--- config.mk ---
export PLATFORM = sky130hd
export DESIGN_NAME = fifo_blockram_ctrl
export DESIGN_NICKNAME = d
export VERILOG_FILES = /design/src/rtl/fifo_blockram_ctrl.sv
export SDC_FILE = /design/constraint.sdc
export NUM_CORES = 1
export LEC_CHECK = 0
export BUFFER_PORTS_ARGS = -buffer_cell sky130_fd_sc_hd__buf_2
export CAP_MARGIN = 20
export CORE_MARGIN = 3
export CORE_UTILIZATION = 35
export CTS_CLUSTER_DIAMETER = 30
export DETAILED_ROUTE_END_ITERATION = 6
export HOLD_SLACK_MARGIN = 0.12
export PLACE_DENSITY = 0.73
export SYNTH_ARGS = -nofsm -noshare
export SYNTH_HDL_FRONTEND = slang
export SYNTH_SLANG_ARGS = --single-unit
--- constraint.sdc ---
create_clock -name clk_in -period 9.4 [get_ports clk_in]
set_input_delay 0.94 -clock clk_in [delete_from_list [all_inputs] [get_ports clk_in]]
set_output_delay 0.94 -clock clk_in [all_outputs]
set_load 0.02 [all_outputs]
--- src/rtl/fifo_blockram_ctrl.sv ---
// FIFO controller backed by an external dual-port blockram with one-cycle
// read latency; a two-entry prefetch buffer keeps the head ready every cycle.
`ifndef BYTE_LEN_IN_BITS
`define BYTE_LEN_IN_BITS 8
`endif

module fifo_blockram_ctrl #(
    parameter int SINGLE_ENTRY_WIDTH_IN_BITS = 64,
    parameter int NUM_SET = 64,
    parameter int SET_PTR_WIDTH_IN_BITS = $clog2(NUM_SET),
    parameter int WRITE_MASK_LEN =
        SINGLE_ENTRY_WIDTH_IN_BITS / `BYTE_LEN_IN_BITS
) (
    input  logic                                  clk_in,
    input  logic                                  reset_in,

    input  logic                                  request_valid_in,
    input  logic [SINGLE_ENTRY_WIDTH_IN_BITS-1:0] request_data_in,
    output logic                                  request_ready_out,

    output logic                                  issue_valid_out,
    output logic [SINGLE_ENTRY_WIDTH_IN_BITS-1:0] issue_data_out,
    input  logic                                  issue_ack_in,

    output logic                                  write_port_access_en_out,
    output logic [WRITE_MASK_LEN-1:0]             write_port_write_en_out,
    output logic [SET_PTR_WIDTH_IN_BITS-1:0]      write_port_access_set_addr_out,
    output logic [SINGLE_ENTRY_WIDTH_IN_BITS-1:0] write_port_data_out,

    output logic                                  read_port_access_en_out,
    output logic [SET_PTR_WIDTH_IN_BITS-1:0]      read_port_access_set_addr_out,
    input  logic [SINGLE_ENTRY_WIDTH_IN_BITS-1:0] read_port_data_in,
    input  logic                                  read_port_valid_in,

    output logic [SET_PTR_WIDTH_IN_BITS:0]        count_out,
    output logic                                  full_out,
    output logic                                  empty_out,
    output logic                                  error_out
);

    localparam int DW = SINGLE_ENTRY_WIDTH_IN_BITS;
    localparam int AW = SET_PTR_WIDTH_IN_BITS;
    localparam int CW = SET_PTR_WIDTH_IN_BITS + 1;

    logic [AW-1:0] wr_ptr;
    logic [AW-1:0] rd_ptr;
    logic [CW-1:0] ram_count;
    logic          rd_pending;
    logic [DW-1:0] buf0;
    logic [DW-1:0] buf1;
    logic [1:0]    buf_count;
    logic          error;

    logic          push;
    logic          pop;
    logic          rd_issue;
    logic [2:0]    occ;

    assign count_out = ram_count + CW'(rd_pending) + CW'(buf_count);
    assign full_out  = (count_out == CW'(NUM_SET));
    assign empty_out = (count_out == '0);

    assign request_ready_out = ~full_out & ~reset_in;
    assign push = request_valid_in & request_ready_out;
    assign pop  = issue_ack_in & issue_valid_out;

    // Buffer slots that will be claimed after this edge; pop frees one.
    assign occ = {1'b0, buf_count} + {2'b00, rd_pending} - {2'b00, pop};
    assign rd_issue = (ram_count != '0) & (occ < 3'd2);

    assign write_port_access_en_out       = push;
    assign write_port_write_en_out        = {WRITE_MASK_LEN{push}};
    assign write_port_access_set_addr_out = wr_ptr;
    assign write_port_data_out            = request_data_in;

    assign read_port_access_en_out       = rd_issue;
    assign read_port_access_set_addr_out = rd_ptr;

    assign issue_valid_out = (buf_count != 2'd0);
    assign issue_data_out  = buf0;
    assign error_out       = error;

    always_ff @(posedge clk_in or posedge reset_in) begin
        if (reset_in) begin
            wr_ptr     <= '0;
            rd_ptr     <= '0;
            ram_count  <= '0;
            rd_pending <= 1'b0;
        end else begin
            if (push)
                wr_ptr <= wr_ptr + AW'(1);
            if (rd_issue)
                rd_ptr <= rd_ptr + AW'(1);
            unique case ({push, rd_issue})
                2'b10:   ram_count <= ram_count + CW'(1);
                2'b01:   ram_count <= ram_count - CW'(1);
                default: ram_count <= ram_count;
            endcase
            rd_pending <= rd_issue;
        end
    end

    always_ff @(posedge clk_in or posedge reset_in) begin
        if (reset_in) begin
            buf0      <= '0;
            buf1      <= '0;
            buf_count <= 2'd0;
            error     <= 1'b0;
        end else begin
            if (rd_pending && !read_port_valid_in)
                error <= 1'b1;
            if (rd_pending && pop) begin
                if (buf_count == 2'd2) begin
                    buf0 <= buf1;
                    buf1 <= read_port_data_in;
                end else begin
                    buf0 <= read_port_data_in;
                end
            end else if (rd_pending) begin
                if (buf_count == 2'd0)
                    buf0 <= read_port_data_in;
                else
                    buf1 <= read_port_data_in;
                buf_count <= buf_count + 2'd1;
            end else if (pop) begin
                buf0      <= buf1;
                buf_count <= buf_count - 2'd1;
            end
        end
    end

endmodule
Word-level counts from Yosys, hierarchy flattened --
Cells that the tools add are included.
Word-level totals: bits in writable memories 0, memory bits (read-only) 0, input bits 133, output and inout bits 162, logic and storage cells 59, bits in registers 151, memories kept 0, latch bits 0
Cells by class: $mul 0, add/sub/neg operators 10, bitwise gates (word level) 7, mux-type cells 12, div/mod/pow operators 0, equal/unequal tests 7, shift operators 0, magnitude comparators 1, reduce and logical (&&, ||, !) cells 14
Operators with widths (count):
- $mux 64 | 9
- $pmux 7 s2 | 1
- $add 6x1->6 const B | 2
- $reduce_bool 2->1 | 4
- $add 7x1->7 | 1
- $add 7x1->7 const B | 1
- $add 7x2->7 | 1
- $eq 7x7->1 const B | 1
- $logic_not 7->1 | 1
- $reduce_bool 7->1 | 1
- $sub 7x1->7 const B | 1
- $and 1x1->1 | 4
- $eq 2x2->1 const B | 2
- $mux 2 | 2
- $reduce_and 2->1 | 2
- $add 2x1->3 | 1
- $lt 3x2->1 const B | 1
- $ne 3x1->1 const B | 1
- $not 1->1 | 3
- $reduce_and 3->1 | 1
- $reduce_bool 3->1 | 1
- $sub 3x1->3 | 1
- $add 2x1->2 const B | 1
- $eq 2x1->1 const B | 1
- other kinds (6) | 7

Logic depth before layout (Yosys ltp) --
depth in word-level cells 8, mapped depth 18, gate-level depth less buffers 17

Worst setup path before layout --
No wires, ideal clock.
kind input port to flip-flop, start point input port issue_ack_in, end point register ram_count[6], stages on the path 13, buffers on the path 0, library setup time 0.080 ns, arrival time 4.652 ns, slack 4.668 ns, required time 9.320 ns, path through nor2b_1 -> ha_1 -> nor2_1 -> fa_1 -> xnor2_1 -> a211oi_1 -> ha_1 -> ha_1 -> a21o_1 -> a21oi_1 -> o41ai_1 -> nor4_1 -> xnor2_1
Between the ends: longest elaborated chain between the ends 6, elaborated cells between the ends (all ways) 8, classes of those cells add/sub: 1; order compare: 1; eq/ne: 2; mux: 1; bitwise: 2; reduce/logical: 1
RTL lines:
- from (decl) | RTL line 23 | input logic issue_ack_in,
- $and 1x1->1 * | RTL line 65 | assign pop = issue_ack_in & issue_valid_out;
- $sub 3x1->3 * | RTL line 68 | assign occ = {1'b0, buf_count} + {2'b00, rd_pending} - {2'b00, pop};
- $lt 3x2->1 * | RTL line 69 | assign rd_issue = (ram_count != '0) & (occ < 3'd2);
- $and 1x1->1 * | RTL line 69
- named net read_port_access_en_out | RTL line 30 | output logic read_port_access_en_out,
- $eq 2x1->1 / $eq 2x2->1 (equally long branches) | RTL line 94 | unique case ({push, rd_issue})
- $pmux 7 s2 / $reduce_bool 2->1 (equally long branches)
- to (signal assigned) | RTL line 95 | 2'b10: ram_count <= ram_count + CW'(1);
- to (signal assigned) | RTL line 96 | 2'b01: ram_count <= ram_count - CW'(1);
- to (signal assigned) | RTL line 97 | default: ram_count <= ram_count;
- to (decl) | RTL line 47 | logic [CW-1:0] ram_count;
Mark *: on every way through the listed nets, which the timed path passes. The rest lies on a longest branch. A chain may end at the register's enable or synchronous reset.

Worst setup path after layout --
start point register rd_pending, end point register ram_count[6]
Between the ends: longest elaborated chain between the ends 8, elaborated cells between the ends (all ways) 14, classes of those cells add/sub: 4; order compare: 1; eq/ne: 3; mux: 1; bitwise: 4; reduce/logical: 1
RTL lines:
- from (decl) | RTL line 48 | logic rd_pending;
- from (signal assigned) | RTL line 99 | rd_pending <= rd_issue;
- $add 7x1->7 | RTL line 59 | assign count_out = ram_count + CW'(rd_pending) + CW'(buf_count);
- $add 7x2->7 | RTL line 59
- $eq 7x7->1 | RTL line 60 | assign full_out = (count_out == CW'(NUM_SET));
- $not 1->1 | RTL line 63 | assign request_ready_out = ~full_out & ~reset_in;
- $and 1x1->1 | RTL line 63
- $and 1x1->1 | RTL line 64 | assign push = request_valid_in & request_ready_out;
- $eq 2x1->1 / $eq 2x2->1 (equally long branches) | RTL line 94
- $pmux 7 s2 / $reduce_bool 2->1 (equally long branches)
Several ways; a longest one is shown, not always the timed one.

==> qor.yml <==
status: "finished clean"
final.min_clock_period_ns: 4.67
hold_viol_final: 0
crit_arrival_ns: 5.00
core_mm2: 0.0204
cts_buffers: 17
hold_class: "reg2reg"
cp-start-kind: "register"
reg2reg_from: "rd_pending"
p_leak_nw: 4.18
antenna_left: 0
ys_seq_elements: 151
worst_ir_drop_vdd_v: 0.000272
r2r-end: "ram_count[6]"
hp-start: "issue_data_out[57]"
ys.flop_type: "dfrtp_1"
tightest_slew_ns: 0.962
worstPathRequired_ns: 9.73
worstHoldEndpoint: "issue_data_out[57]"
via_per_inst: 4.60
htreeDepth: 4
avgRoutedWirePerCell_um: 14.5
utilization_pct: 41.8
clock_path_buffers: 2
syn_inst: 632
hold_buffers: 0
synth_area_mm2: 0.00731
drt_iter0_drc: 157
yosysWarningCount: 0
grt_use_met1_pct: 16.4
setup_violations: 0
hold_depth: 2
critPathBufInv: 2
initial_utilization_pct: 35.9
stdcell_count: 1001
grt_overflow: 0
grt_use_total_pct: 13.0
area_delta_synth_final_pct: 16.3
cp_slowest_stage_delay_ns: 0.54
gp_congestion: 0.786
cpLargestDelayFamily: "adder cells"
yosysTopAreaCellShare_pct: 51.7
drv_cap: 0
synth-edff-count: 0
routed_wl_mm: 14.5
async_reset_ff_share_pct: 100
antennaDiodeCount: 0
layout-drive-gt1-share_pct: 38.2
cts_tree: "yes"
fillers: 1953
die-area_mm2: 0.0227
grt_pass1_wl_mm: 23.3
gr-usage-met3_pct: 4.94
io_buffers: 166
fin_tns_setup_ns: 0
synth-seq-area-share_pct: 51.7
maxSlewViolCount: 0
grt_max_degree: 89
synth_area_per_cell_um2: 11.6
clock_latency_ns: 0.41
relSlewSlack_pct: 35.7
first_pass_iters: 4
fmax_mhz: 214
cp_slowest_cell: "dfrtp_1"
antenna_found_initial: 0
vias: 4604
io-pin-count: 295
busiest_layer: "met2"
cts_resized: 0
path_class: "reg2reg"
layout.nets: 866
drc: 0
use_met2_pct: 20.8
ys_types: 42
synthTopCellsByArea: "dfrtp_1 52%, mux2_2 10%, mux2i_1 8.8%"
critPathMaxFanout: 11
period_share_pct: 49.7
cts.sinks: 151
rr_worst_depth: 16
worstSetupEndpointType: "register"
fp.dieH_um: 151
grt_setup_unrepaired: "no"
clock-root-buffer: "clkbuf_16"
grt_pass1_vias: 4503
dp_cells: 968
clk_pin_slew_ns: 0.06
powerDensity_mw_per_mm2: 424
synthesis.nets: 780
fin_worst_skew_ns: 0.00637
synth_top_cell_by_area: "dfrtp_1"
startpoint: "rd_pending"
cts_setup_buffers: 0
crit_path_cell_trace: "inv_1 > fa_1 > inv_1 > fa_1 > or4b_1 > o22a_1 > a221oi_2 > nor2_2 > nand2_4 > ha_1 > ha_1 > a21o_1 > a21oi_1 > o41ai_1 > nor4_1 > xnor2_1"
die_x_um: 151
r2r_slack_ns: 4.73
row_count: 52
hpwl_mm: 9.96
## synthesized netlist by cell type, types with 2 or more instances
| library cell | instances |
|---|---|
| nor4_1 | 2 |
| inv_1 | 11 |
| a211oi_1 | 3 |
| nor2b_1 | 2 |
| o2111ai_1 | 2 |
| nor4b_1 | 2 |
| mux2i_1 | 64 |
| dfrtp_1 | 151 |
| mux2_2 | 66 |
| o21bai_1 | 2 |
| buf_1 | 4 |
| clkbuf_1 | 14 |
| a21o_1 | 2 |
| buf_2 | 13 |
| fa_1 | 4 |
| o21ai_0 | 73 |
| buf_4 | 73 |
| ha_1 | 11 |
| xor2_1 | 7 |
| nand4_1 | 4 |
| nand2_1 | 77 |
| xnor2_1 | 19 |
| a21oi_1 | 4 |
| nor3b_1 | 2 |
| nor2_1 | 3 |
## area by class of cell
class                   instances  area [um2]  area share [%]
flip-flops and latches        151        3780            44.4
multi-input cells             364        2830            33.2
repair buffers                172         876            10.3
clock buffers                  18         439            5.16
well taps                     270         338            3.97
clock inverters                14         196            2.31
inverters                      12        52.6           0.618
## kinds of logic (layout without fill, tap and decap cells)
group | after synthesis | after routing | share of synthesized area, %
simple gates | 101 | 101 | 6.12
buf+inv | 117 | 216 | 10.1
fa+ha+maj | 15 | 15 | 2.98
flops | 151 | 151 | 51.7
xor+xnor | 26 | 26 | 3.11
mux | 131 | 131 | 19.1
compound gates | 91 | 91 | 6.88
## how the worst max path moves through the flow
stage | to | slack, ns | depth (start not counted)
after floorplan | buf1[0] | 4.40 | 1
after global placement | ram_count[6] | 4.49 | 13
after detailed placement | ram_count[6] | 4.31 | 13
after CTS | ram_count[6] | 4.59 | 13
after global routing | ram_count[6] | 4.41 | 16
final | ram_count[6] | 4.73 | 16
## flip-flops by register name, summed over array words and instances, names as in the netlist
name                            count
ram_count                           7
read_port_access_set_addr_out       6
issue_data_out                     64
error_out                           1
write_port_access_set_addr_out      6
buf_count                           2
buf1                               64
rd_pending                          1
## metal layers
layer	wire [um]	vias to the layer above
li1	-	2265
met1	6550	2215
met2	6890	109
met3	850	15
met4	192	0
met5	0	-
## stage by stage
| stage | area, um2 | worst slack, ns | power, mW | hold WS [ns] |
|---|---|---|---|---|
| after floorplan | 7310 | 4.40 | 2.50 | 0.477 |
| after global routing | 8510 | 4.41 | 3.90 | 0.498 |
| final | 8510 | 4.73 | 3.61 | 0.471 |
| after global placement | 7870 | 4.49 | 2.86 | 0.456 |
| after CTS | 8500 | 4.59 | 3.66 | 0.477 |
| after detailed placement | 7870 | 4.31 | 2.92 | 0.460 |
## power by group
| group | internal (mW) | switching (mW) | leakage [nW] | total (mW) |
|---|---|---|---|---|
| clock | 0.455 | 0.276 | 0.309 | 0.731 |
| sequential | 0.988 | 0.214 | 1.82 | 1.20 |
| combinational | 0.735 | 0.944 | 2.05 | 1.68 |
## worst min-delay path, cell delays in order, from the launching register on
cell	delay [ns]
dfrtp_1	0.34
nand2_1	0.04
o21ai_0	0.06
## cells in the final DEF (no fill, tap or decap), drive strengths merged
cell      synthesis  final
a21oi             5      5
mux2             67     67
nor4              2      2
dfrtp           151    151
o2111ai           2      2
xnor2            19     19
nor3              1      1
a21o              2      2
clkinvlp          0      2
or4b              1      1
and3              1      1
o22a              1      1
inv              12     15
nor4b             2      2
mux2i            64     64
ha               11     11
nand4b            1      1
o21bai            2      2
clkinv            0      5
a221oi            1      1
clkbuf           14     19
nand2b            1      1
o21ai            73     73
bufinv            0      4
nor2b             2      2
nor3b             2      2
a211oi            3      3
o22ai             1      1
fa                4      4
nand2            78     78
buf              91    171
o41ai             1      1
or3               1      1
nor2              4      4
nand4             4      4
nand3             1      1
xor2              7      7
(Power assumes the default switching activity.)
